--- src/rtl/hazard_ctrl_if.sv ---
// Bundle between the ID-stage pipeline control and hazard_ctrl: decoded ID
// fields and pipeline events in, forwarding codes and sequencing controls out.
interface hazard_ctrl_if #(
    parameter int CNT_W = 16
);
    logic             id_valid;
    logic [4:0]       id_rs1;
    logic [4:0]       id_rs2;
    logic             id_use_rs1;
    logic             id_use_rs2;
    logic [4:0]       id_rd;
    logic             id_regwrite;
    logic             id_is_load;
    logic             ex_branch_taken;
    logic             mem_busy;

    logic             is_hazard1;
    logic [2:0]       hazard_reg1;
    logic             is_hazard2;
    logic [2:0]       hazard_reg2;
    logic             stall;
    logic             flush;
    logic             freeze;
    logic             wait_state;
    logic [CNT_W-1:0] stall_cycles;
    logic [CNT_W-1:0] flush_count;

    modport master (
        output id_valid, id_rs1, id_rs2, id_use_rs1, id_use_rs2,
               id_rd, id_regwrite, id_is_load, ex_branch_taken, mem_busy,
        input  is_hazard1, hazard_reg1, is_hazard2, hazard_reg2,
               stall, flush, freeze, wait_state, stall_cycles, flush_count
    );

    modport slave (
        input  id_valid, id_rs1, id_rs2, id_use_rs1, id_use_rs2,
               id_rd, id_regwrite, id_is_load, ex_branch_taken, mem_busy,
        output is_hazard1, hazard_reg1, is_hazard2, hazard_reg2,
               stall, flush, freeze, wait_state, stall_cycles, flush_count
    );
endinterface

--- src/rtl/hazard_ctrl.sv ---
// Hazard detection and pipeline sequencing for the 5-stage RV32I core: shadows
// the EX/MEM destination registers, emits forwarding codes and stall/flush/freeze.
module hazard_ctrl #(
    parameter int CNT_W = 16
) (
    input  logic          clk,
    input  logic          reset,
    hazard_ctrl_if.slave  bus
);
    localparam logic [0:0] ST_RUN  = 1'b0;
    localparam logic [0:0] ST_WAIT = 1'b1;

    localparam logic [CNT_W-1:0] CNT_MAX = {CNT_W{1'b1}};
    localparam logic [CNT_W-1:0] CNT_ONE = {{(CNT_W-1){1'b0}}, 1'b1};

    // Shadow slots {v, rd, ld} for the instructions currently in EX and MEM
    logic             ex_v_q,  ex_v_d;
    logic [4:0]       ex_rd_q, ex_rd_d;
    logic             ex_ld_q, ex_ld_d;
    logic             mem_v_q,  mem_v_d;
    logic [4:0]       mem_rd_q, mem_rd_d;
    logic             mem_ld_q, mem_ld_d;
    logic [0:0]       state_q, state_d;
    logic [CNT_W-1:0] stall_cnt_q, stall_cnt_d;
    logic [CNT_W-1:0] flush_cnt_q, flush_cnt_d;

    logic       ex_m1_s, ex_m2_s, mem_m1_s, mem_m2_s;
    logic       ld_use_s;
    logic [2:0] code1_s, code2_s;
    logic       stall_s, flush_s, freeze_s;

    function automatic logic slot_match(input logic v, input logic [4:0] rd,
                                        input logic [4:0] src);
        return v && (rd != 5'd0) && (rd == src);
    endfunction

    // Source matches against both slots and the forwarding codes
    always_comb begin
        ex_m1_s  = bus.id_use_rs1 && slot_match(ex_v_q,  ex_rd_q,  bus.id_rs1);
        ex_m2_s  = bus.id_use_rs2 && slot_match(ex_v_q,  ex_rd_q,  bus.id_rs2);
        mem_m1_s = bus.id_use_rs1 && slot_match(mem_v_q, mem_rd_q, bus.id_rs1);
        mem_m2_s = bus.id_use_rs2 && slot_match(mem_v_q, mem_rd_q, bus.id_rs2);
        ld_use_s = bus.id_valid && ex_ld_q && (ex_m1_s || ex_m2_s);

        // A load in EX has no data yet, so it never yields an EX-distance code
        if (!bus.id_valid || ld_use_s) begin
            code1_s = 3'd0;
        end else if (ex_m1_s) begin
            code1_s = 3'd1;
        end else if (ex_m2_s) begin
            code1_s = 3'd2;
        end else begin
            code1_s = 3'd0;
        end

        if (!bus.id_valid) begin
            code2_s = 3'd0;
        end else if (mem_m1_s) begin
            code2_s = 3'd3;
        end else if (mem_m2_s) begin
            code2_s = 3'd4;
        end else begin
            code2_s = 3'd0;
        end
    end

    // Per-cycle control priority: memory wait, then branch flush, then load-use
    always_comb begin
        freeze_s = !reset && bus.mem_busy;
        flush_s  = !reset && !bus.mem_busy && bus.ex_branch_taken;
        stall_s  = !reset && (bus.mem_busy ||
                              (!bus.ex_branch_taken && ld_use_s));
    end

    // Next-state for shadow slots, FSM and counters
    always_comb begin
        ex_v_d      = ex_v_q;
        ex_rd_d     = ex_rd_q;
        ex_ld_d     = ex_ld_q;
        mem_v_d     = mem_v_q;
        mem_rd_d    = mem_rd_q;
        mem_ld_d    = mem_ld_q;
        stall_cnt_d = stall_cnt_q;
        flush_cnt_d = flush_cnt_q;

        if (bus.mem_busy) begin
            ex_v_d = ex_v_q;
        end else if (bus.ex_branch_taken || ld_use_s) begin
            mem_v_d  = ex_v_q;
            mem_rd_d = ex_rd_q;
            mem_ld_d = ex_ld_q;
            ex_v_d   = 1'b0;
            ex_rd_d  = 5'd0;
            ex_ld_d  = 1'b0;
        end else begin
            mem_v_d  = ex_v_q;
            mem_rd_d = ex_rd_q;
            mem_ld_d = ex_ld_q;
            ex_v_d   = bus.id_valid && bus.id_regwrite;
            ex_rd_d  = bus.id_rd;
            ex_ld_d  = bus.id_valid && bus.id_is_load;
        end

        if ((stall_s || freeze_s) && (stall_cnt_q != CNT_MAX)) begin
            stall_cnt_d = stall_cnt_q + CNT_ONE;
        end else begin
            stall_cnt_d = stall_cnt_q;
        end

        if (flush_s && (flush_cnt_q != CNT_MAX)) begin
            flush_cnt_d = flush_cnt_q + CNT_ONE;
        end else begin
            flush_cnt_d = flush_cnt_q;
        end

        case (state_q)
            ST_RUN:  state_d = bus.mem_busy ? ST_WAIT : ST_RUN;
            ST_WAIT: state_d = bus.mem_busy ? ST_WAIT : ST_RUN;
            default: state_d = ST_RUN;
        endcase
    end

    // State registers with synchronous reset
    always_ff @(posedge clk) begin
        if (reset) begin
            ex_v_q      <= 1'b0;
            ex_rd_q     <= 5'd0;
            ex_ld_q     <= 1'b0;
            mem_v_q     <= 1'b0;
            mem_rd_q    <= 5'd0;
            mem_ld_q    <= 1'b0;
            state_q     <= ST_RUN;
            stall_cnt_q <= {CNT_W{1'b0}};
            flush_cnt_q <= {CNT_W{1'b0}};
        end else begin
            ex_v_q      <= ex_v_d;
            ex_rd_q     <= ex_rd_d;
            ex_ld_q     <= ex_ld_d;
            mem_v_q     <= mem_v_d;
            mem_rd_q    <= mem_rd_d;
            mem_ld_q    <= mem_ld_d;
            state_q     <= state_d;
            stall_cnt_q <= stall_cnt_d;
            flush_cnt_q <= flush_cnt_d;
        end
    end

    assign bus.is_hazard1   = (code1_s != 3'd0);
    assign bus.hazard_reg1  = code1_s;
    assign bus.is_hazard2   = (code2_s != 3'd0);
    assign bus.hazard_reg2  = code2_s;
    assign bus.stall        = stall_s;
    assign bus.flush        = flush_s;
    assign bus.freeze       = freeze_s;
    assign bus.wait_state   = (state_q == ST_WAIT);
    assign bus.stall_cycles = stall_cnt_q;
    assign bus.flush_count  = flush_cnt_q;
endmodule

--- src/flat_wrapper.sv ---
// flat-port wrapper written by rule: the top's interface ports become plain ports
module hazard_ctrl_flat 
#(
    parameter int CNT_W = 16
)
  (clk, reset, bus_id_valid, bus_id_rs1, bus_id_rs2, bus_id_use_rs1, bus_id_use_rs2, bus_id_rd, bus_id_regwrite, bus_id_is_load, bus_ex_branch_taken, bus_mem_busy, bus_is_hazard1, bus_hazard_reg1, bus_is_hazard2, bus_hazard_reg2, bus_stall, bus_flush, bus_freeze, bus_wait_state, bus_stall_cycles, bus_flush_count);
  hazard_ctrl_if #(.CNT_W(CNT_W)) bus_i ();
  input  logic clk;
  input  logic reset;
  input wire logic [$bits(bus_i.id_valid)-1:0] bus_id_valid;
  input wire logic [$bits(bus_i.id_rs1)-1:0] bus_id_rs1;
  input wire logic [$bits(bus_i.id_rs2)-1:0] bus_id_rs2;
  input wire logic [$bits(bus_i.id_use_rs1)-1:0] bus_id_use_rs1;
  input wire logic [$bits(bus_i.id_use_rs2)-1:0] bus_id_use_rs2;
  input wire logic [$bits(bus_i.id_rd)-1:0] bus_id_rd;
  input wire logic [$bits(bus_i.id_regwrite)-1:0] bus_id_regwrite;
  input wire logic [$bits(bus_i.id_is_load)-1:0] bus_id_is_load;
  input wire logic [$bits(bus_i.ex_branch_taken)-1:0] bus_ex_branch_taken;
  input wire logic [$bits(bus_i.mem_busy)-1:0] bus_mem_busy;
  output wire logic [$bits(bus_i.is_hazard1)-1:0] bus_is_hazard1;
  output wire logic [$bits(bus_i.hazard_reg1)-1:0] bus_hazard_reg1;
  output wire logic [$bits(bus_i.is_hazard2)-1:0] bus_is_hazard2;
  output wire logic [$bits(bus_i.hazard_reg2)-1:0] bus_hazard_reg2;
  output wire logic [$bits(bus_i.stall)-1:0] bus_stall;
  output wire logic [$bits(bus_i.flush)-1:0] bus_flush;
  output wire logic [$bits(bus_i.freeze)-1:0] bus_freeze;
  output wire logic [$bits(bus_i.wait_state)-1:0] bus_wait_state;
  output wire logic [$bits(bus_i.stall_cycles)-1:0] bus_stall_cycles;
  output wire logic [$bits(bus_i.flush_count)-1:0] bus_flush_count;
  assign bus_i.id_valid = bus_id_valid;
  assign bus_i.id_rs1 = bus_id_rs1;
  assign bus_i.id_rs2 = bus_id_rs2;
  assign bus_i.id_use_rs1 = bus_id_use_rs1;
  assign bus_i.id_use_rs2 = bus_id_use_rs2;
  assign bus_i.id_rd = bus_id_rd;
  assign bus_i.id_regwrite = bus_id_regwrite;
  assign bus_i.id_is_load = bus_id_is_load;
  assign bus_i.ex_branch_taken = bus_ex_branch_taken;
  assign bus_i.mem_busy = bus_mem_busy;
  assign bus_is_hazard1 = bus_i.is_hazard1;
  assign bus_hazard_reg1 = bus_i.hazard_reg1;
  assign bus_is_hazard2 = bus_i.is_hazard2;
  assign bus_hazard_reg2 = bus_i.hazard_reg2;
  assign bus_stall = bus_i.stall;
  assign bus_flush = bus_i.flush;
  assign bus_freeze = bus_i.freeze;
  assign bus_wait_state = bus_i.wait_state;
  assign bus_stall_cycles = bus_i.stall_cycles;
  assign bus_flush_count = bus_i.flush_count;
  hazard_ctrl #(.CNT_W(CNT_W)) u_core (.clk(clk), .reset(reset), .bus(bus_i));
endmodule
--- config.mk ---
export PLATFORM = sky130hd
export DESIGN_NAME = hazard_ctrl_flat
export DESIGN_NICKNAME = d
export VERILOG_FILES = /design/src/rtl/hazard_ctrl_if.sv /design/src/rtl/hazard_ctrl.sv /design/src/flat_wrapper.sv
export SDC_FILE = /design/constraint.sdc
export NUM_CORES = 1
export LEC_CHECK = 0
export BUFFER_PORTS_ARGS = -buffer_cell sky130_fd_sc_hd__buf_2
export CORE_MARGIN = 3
export CORE_UTILIZATION = 35
export DETAILED_ROUTE_END_ITERATION = 8
export GPL_TIMING_DRIVEN = 0
export PLACE_DENSITY = 0.59
export SYNTH_ARGS = -nofsm -noshare
export SYNTH_HDL_FRONTEND = slang
export SYNTH_SLANG_ARGS = --single-unit
--- constraint.sdc ---
create_clock -name clk -period 2.4 [get_ports clk]
set_clock_uncertainty 0.15 [all_clocks]
set_input_delay 0.48 -clock clk [delete_from_list [all_inputs] [get_ports clk]]
set_output_delay 0.48 -clock clk [all_outputs]
set_load 0.02 [all_outputs]
==> impl_metrics.tcl, run 1 <==
set metrics [dict create \
    report.final.slew_viol_count 0 \
    tritoncts.num_buffers 5 \
    synth_xor_xnor_area_share_pct 14.0 \
    violations "negative setup slack" \
    achievable-frequency_mhz 384 \
    floorplan.rows 28 \
    synth_top_family_by_area "simple AND/OR/NAND/NOR gates" \
    hpwlAfterDp_microns 4270 \
    cells_traversed_along_the_worst_timing_path "or4_4, o21ai_4, nor2_2, buf_4, a211oi_4, or2_4, buf_6" \
    critPathLaunchType "flop" \
    routed-via-count 2202 \
    synth_edf_count 0 \
    drive_above_1_share_pct 38.4 \
    gr-usage-all-layers_pct 15.9 \
    synth_compound_area_share_pct 11.9 \
    totalWireLength_microns 6120 \
    grt.overflow.total 0 \
    final_worst_path_cycle_share_pct 109 \
    grt_start_max_net_pins 14 \
    ctsLongestPathBuffers 2 \
    grt_first_pass_wirelength_microns 9710 \
    power.density_cell_area_nw_per_um2 479 \
    netlist_instances 258 \
    max_slew.worst_pin.slew_ns 0.754 \
    crit-reg2reg-capture "u_core.bus.stall_cycles[11]" \
    critical_path.max_fanout 2 \
    ir_drop_v 0.000313 \
    antenna-diode-count 0 \
    synthArstFlopShare_pct 0 \
    finish.net_count 372 \
    proportion_of_synthesized_chip_area_in_sequential_cells_pct 39.9 \
    grt_pass1_vias 2100 \
    grt_antenna_before_repair 0 \
    insertion_delay_ns 0.30 \
    hold_path.class "in -> reg" \
    hold_end "u_core.ex_rd_q[2]" \
    synth_fa_ha_area_share_pct 1.08 \
    layout.cells.most_common "sky130_fd_sc_hd__buf_2" \
    critPathMaxStageDelay_ns 0.54 \
    r2r_cells 9 \
    timing.setup.critical_path_class "reg -> out" \
    cell_at_the_slowest_stage_of_the_critical_path "sky130_fd_sc_hd__or4_4" \
    timing.critical_path.to_type "output pin" \
    clock_edge_transition_at_the_registers_on_the_reported_setup_and_hold_paths_ns 0.08 \
    setup-tns-final_ns -1.24 \
    maxCapViolations 0 \
    outcome "complete, but fails checks" \
    timing.critical_path.required_ns 1.77 \
    remaining_drc_errors 0 \
    yosysWarningCount 0 \
    rsz0062_at_grt "yes" \
    synth_cell_type_count 43 \
    hold_violations 0 \
    drt-wirelength-per-cell_microns 14.5 \
    finalWorstPathRequiredPeriod_ns 2.61 \
    die_width_microns 87.2 \
    postSynth.topFlopCell "sky130_fd_sc_hd__dfxtp_1" \
    initial_core_util_pct 37.4 \
    placement.io_buffers 66 \
    synthToLayoutAreaGrowth_pct 37.3 \
    timing.hold.worst_path_depth 2 \
    report.final.setup_viol 11 \
    static_leakage_uw 0.00136 \
    regToRegStartpoint "u_core.ex_rd_q[1]" \
    mappedNetlistNets 284 \
    boundaryPins 68 \
    regToRegSetupSlack_ns -0.06 \
    post_drt_via_cell_ratio 5.23 \
    post_synth.cell_area_avg_sq_um 8.95 \
    dr.pass1.iters 4 \
    fp.dieArea_sq_um 7610 \
    syn-cell-area_sq_um 2310 \
    cp.arrival_ns 1.98 \
    worst_slew_margin_rel_pct 49.1 \
    synth_mux_area_share_pct 5.26 \
    starting_drt_drc_count 63 \
    layout.core_utilization_pct 51.4 \
    ys_seq_elements 46 \
    cts-root-buf "sky130_fd_sc_hd__clkbuf_8" \
    report.power.total_uw 1520 \
    synth_simple_gate_area_share_pct 25.4 \
    hold_path_startpoint "bus_id_rd[2]" \
    tritoncts_num_sinks 46 \
    crit_family "simple AND/OR/NAND/NOR gates" \
    post_route_setup_slack_ns -0.206 \
    tritoncts "built" \
    crit_buf_inv 2 \
    cts_max_level 2 \
    final_cell_mix "60 x sky130_fd_sc_hd__buf_2, 36 x sky130_fd_sc_hd__nor2_1, 34 x sky130_fd_sc_hd__dfxtp_1, 27 x sky130_fd_sc_hd__xor2_1, 15 x sky130_fd_sc_hd__nand3_1" \
    floorplan.core_area_sq_um 6170 \
    num-fill-cells 600 \
    die-height_microns 87.2 \
    gp_routability_congestion 0.798 \
    antenna_violating_nets_post_route 0 \
]
## repair_timing
item	CTS	global route
hold endpoints to repair	0	0
pin swaps	14	22
cloned	1	1
buffers inserted	9	5
hold buffers	0	0
gates resized for setup	42	21
endpoints found under the setup margin	19	18
## stage by stage
step / worst slack, ns / instances / instance area (sq um) / hold WS (ns)
after floorplan: -0.0317 / 258 / 2320 / 0.307
after global placement: -0.185 / 399 / 2750 / 0.322
after detailed placement: -0.222 / 399 / 2750 / 0.334
after CTS: -0.231 / 415 / 3040 / 0.223
after global routing: -0.313 / 421 / 3170 / 0.224
final: -0.206 / 421 / 3170 / 0.240
## worst register-to-register path, delay by kind of cell (launching register included)
family	cells	cell delay, ns
and+or+nand+nor	3	1.19
AOI/OAI and AO/OA	4	0.43
DFF	1	0.41
buffers and inverters	2	0.23
## layer usage
metal | global-route usage (%) | share of wire (%)
met1 | 20.3 | 46
met2 | 26.3 | 47
met3 | 3.31 | 5.3
met4 | 5.86 | 0.90
met5 | 0 | 0
## power by group
part	switching, uW	total, uW	internal, uW
Sequential	14.1	784	770
Combinational	81.1	148	66.8
Clock	255	588	333
Total	350	1520	1170
## layout make-up
cell class                 count  area (sq um)  area share (%)
sequential                    46           948            29.9
timing repair buffer          81           495            15.6
tap                           75          93.8            2.96
multi-input combinational    202          1460            46.1
clock buffer                   6          82.6            2.60
buffer                         8          50.0            1.58
inverter                       2          7.51           0.237
clock inverter                 1          30.0           0.947
## state kept, by name, indices dropped and copies added, names as in the netlist
name                     cells
u_core.bus.flush_count      16
u_core.bus.stall_cycles     16
u_core.ex_rd_q               5
u_core.mem_rd_q              5
u_core.bus.wait_state        1
u_core.ex_ld_q               1
u_core.ex_v_q                1
u_core.mem_v_q               1
## how the worst max path moves through the flow
stage | startpoint | end | slack [ns] | cells after the start
floorplan | u_core.mem_rd_q[4] | bus_is_hazard2 | -0.03 | 5
global placement | bus_mem_busy | bus_freeze | -0.19 | 5
detailed placement | bus_mem_busy | bus_freeze | -0.22 | 5
CTS | u_core.mem_rd_q[0] | bus_is_hazard2 | -0.23 | 7
global route | u_core.ex_rd_q[4] | bus_is_hazard1 | -0.31 | 7
finish | u_core.mem_rd_q[0] | bus_is_hazard2 | -0.21 | 7
## cell usage after synthesis (3+ instances only)
cell type	number	area, sq um
sky130_fd_sc_hd__a21oi_1	8	40.0
sky130_fd_sc_hd__a22o_1	5	43.8
sky130_fd_sc_hd__and3_1	5	31.3
sky130_fd_sc_hd__buf_4	3	22.5
sky130_fd_sc_hd__clkbuf_1	6	22.5
sky130_fd_sc_hd__dfxtp_1	46	921
sky130_fd_sc_hd__mux2i_1	11	110
sky130_fd_sc_hd__nand2_1	13	48.8
sky130_fd_sc_hd__nand3_1	16	80.1
sky130_fd_sc_hd__nand4_1	9	56.3
sky130_fd_sc_hd__nor2_1	38	143
sky130_fd_sc_hd__nor2b_1	3	18.8
sky130_fd_sc_hd__nor4_1	3	18.8
sky130_fd_sc_hd__o211ai_1	3	22.5
sky130_fd_sc_hd__o21ai_0	4	20.0
sky130_fd_sc_hd__o31ai_1	7	52.6
sky130_fd_sc_hd__or2_2	3	18.8
sky130_fd_sc_hd__or4_1	8	60.1
sky130_fd_sc_hd__xnor2_1	10	87.6
sky130_fd_sc_hd__xor2_1	27	236
## logic make-up (layout without fill, tap and decap cells)
| kind of cell | Yosys count | count (layout) |
|---|---|---|
| AO/OA/AOI/OAI | 36 | 37 |
| XOR/XNOR | 37 | 37 |
| adder cells (fa/ha/maj) | 2 | 2 |
| buffers and inverters | 11 | 98 |
| flip-flops | 46 | 46 |
| multiplexers | 12 | 12 |
| other | 1 | 1 |
| AND/OR/NAND/NOR | 113 | 113 |
(Power assumes the default switching activity.)
==> run 2, diff against run 1 <==
--- a/config.mk
+++ b/config.mk
@@ -10,7 +10,8 @@
 export CORE_UTILIZATION = 35
 export DETAILED_ROUTE_END_ITERATION = 8
 export GPL_TIMING_DRIVEN = 0
-export PLACE_DENSITY = 0.59
+export PLACE_DENSITY = 0.56
+export SLEW_MARGIN = 20
 export SYNTH_ARGS = -nofsm -noshare
 export SYNTH_HDL_FRONTEND = slang
 export SYNTH_SLANG_ARGS = --single-unit
==> impl_metrics.tcl, run 2 (synthesis results as in run 1) <==
set metrics [dict create \
    finish.net_count 369 \
    layout.core_utilization_pct 52.6 \
    totalWireLength_microns 6080 \
    synthToLayoutAreaGrowth_pct 40.5 \
    critical_path.max_fanout 5 \
    final_worst_path_cycle_share_pct 109 \
    r2r_cells 10 \
    report.final.slew_viol_count 0 \
    dp_cells 399 \
    report.final.setup_viol 11 \
    placement.io_buffers 66 \
    multi_input_comb_area_sq_um 1540 \
    gp_routability_congestion 0.840 \
    num-fill-cells 594 \
    gr-usage-all-layers_pct 16.3 \
    clock_edge_transition_at_the_registers_on_the_reported_setup_and_hold_paths_ns 0.09 \
    starting_drt_drc_count 60 \
    cp.arrival_ns 1.98 \
    grt_antenna_before_repair 0 \
    remaining_drc_errors 0 \
    worst_slew_margin_rel_pct 64.0 \
    die-height_microns 87.2 \
    timing.hold.worst_path_depth 2 \
    boundaryPins 68 \
    cts-root-buf "sky130_fd_sc_hd__clkbuf_8" \
    grt_start_max_net_pins 16 \
    outcome "complete, but fails checks" \
    hold_violations 0 \
    achievable-frequency_mhz 384 \
    hold_end "u_core.ex_rd_q[4]" \
    floorplan.rows 28 \
    static_leakage_uw 0.00136 \
    tritoncts "built" \
    timing.critical_path.required_ns 1.77 \
    initial_core_util_pct 37.4 \
    grt.overflow.total 0 \
    antenna-diode-count 0 \
    tritoncts_num_sinks 46 \
    ctsLongestPathBuffers 2 \
    register_area_sq_um 946 \
    critPathMaxStageDelay_ns 0.53 \
    hold_path_startpoint "bus_id_rd[4]" \
    instances_no_fill 419 \
    hold_path.class "in -> reg" \
    cts_max_level 2 \
    timing.critical_path.to_type "output pin" \
    drt-wirelength-per-cell_microns 14.5 \
    final_cell_mix "58 x sky130_fd_sc_hd__buf_2, 34 x sky130_fd_sc_hd__dfxtp_1, 33 x sky130_fd_sc_hd__nor2_1, 27 x sky130_fd_sc_hd__xor2_1, 15 x sky130_fd_sc_hd__nand3_1" \
    floorplan.core_area_sq_um 6170 \
    power.density_cell_area_nw_per_um2 473 \
    cells_traversed_along_the_worst_timing_path "or4_4, o21ai_4, buf_6, nor2_4, nor4bb_2, buf_4" \
    crit-reg2reg-capture "u_core.bus.stall_cycles[1]" \
    critPathLaunchType "flop" \
    finalWorstPathRequiredPeriod_ns 2.61 \
    hpwlAfterDp_microns 4270 \
    post_drt_via_cell_ratio 5.18 \
    maxCapViolations 0 \
    grt_first_pass_wirelength_microns 9820 \
    cell_at_the_slowest_stage_of_the_critical_path "sky130_fd_sc_hd__or4_4" \
    regToRegSetupSlack_ns -0.05 \
    routed-via-count 2170 \
    max_slew.worst_pin.slew_ns 0.540 \
    rsz0062_at_grt "yes" \
    grt_pass1_vias 2042 \
    antenna_violating_nets_post_route 0 \
    fp.dieArea_sq_um 7610 \
    drive_above_1_share_pct 42.2 \
    ir_drop_v 0.000298 \
    regToRegStartpoint "u_core.ex_rd_q[4]" \
    hold_fix_buffers_cts 0 \
    insertion_delay_ns 0.30 \
    timing.setup.critical_path_class "reg -> out" \
    die_width_microns 87.2 \
    dr.pass1.iters 4 \
    violations "negative setup slack" \
    post_route_setup_slack_ns -0.207 \
    tritoncts.num_buffers 5 \
    layout.cells.most_common "sky130_fd_sc_hd__buf_2" \
]
## run 2: worst max-delay path: cells and delay by family, from the launching register on
kind | cells | cell delay, ns
buffers and inverters | 2 | 0.32
flip-flops | 1 | 0.38
AO/OA/AOI/OAI | 1 | 0.16
AND/OR/NAND/NOR | 3 | 0.84
## run 2: per-stage QoR
stage | total power [uW] | setup TNS, ns | hold slack [ns] | area [sq um] | worst slack, ns
after floorplan | 880 | -0.0317 | 0.307 | 2320 | -0.0317
after detailed placement | 934 | -1.46 | 0.329 | 2750 | -0.229
after CTS | 1540 | -1.02 | 0.225 | 2990 | -0.255
after global placement | 934 | -1.77 | 0.319 | 2750 | -0.237
after global routing | 1600 | -3.12 | 0.234 | 3240 | -0.285
final | 1530 | -0.901 | 0.230 | 3240 | -0.207
## run 2: worst max path at each step
stage	start	end	slack, ns	cells after the start
4_1_cts	u_core.ex_rd_q[4]	bus_hazard_reg1[1]	-0.25	6
5_1_grt	u_core.ex_rd_q[1]	bus_is_hazard1	-0.29	7
6_report	u_core.ex_rd_q[4]	bus_hazard_reg1[1]	-0.21	6
3_3_place_gp	bus_mem_busy	bus_freeze	-0.24	5
3_5_place_dp	bus_mem_busy	bus_freeze	-0.23	5
2_1_floorplan	u_core.mem_rd_q[4]	bus_is_hazard2	-0.03	5
## run 2: metal layers
metal | wire, microns | vias up | global-route usage [%]
li1 | - | 1096 | -
met1 | 2840 | 1014 | 21.3
met2 | 2890 | 53 | 27.1
met3 | 282 | 7 | 3.41
met4 | 63 | 0 | 4.60
met5 | 0 | - | 0
## run 2: area by class of cell
class                      count  area share [%]
buffer                         8            1.66
clock buffer                   5            2.12
clock inverter                 3            1.35
inverter                       2           0.231
multi-input combinational    202            47.6
sequential                    46            29.2
tap                           75            2.89
timing repair buffer          78            15.0
## run 2: timing repair
action | 4_1_cts | 5_1_grt
cloned | 0 | 2
pin swaps | 8 | 19
gates resized for setup | 35 | 46
endpoints found under the setup margin | 19 | 23
endpoints found under the hold margin | 0 | 0
setup buffers | 6 | 5
## run 2: where the power goes
part	leakage [uW]	switching, uW	total (uW)	internal, uW
clock network	0.0000585	280	592	312
registers	0.000379	13.5	784	771
logic	0.000921	86.4	158	71.1
total	0.00136	380	1530	1150
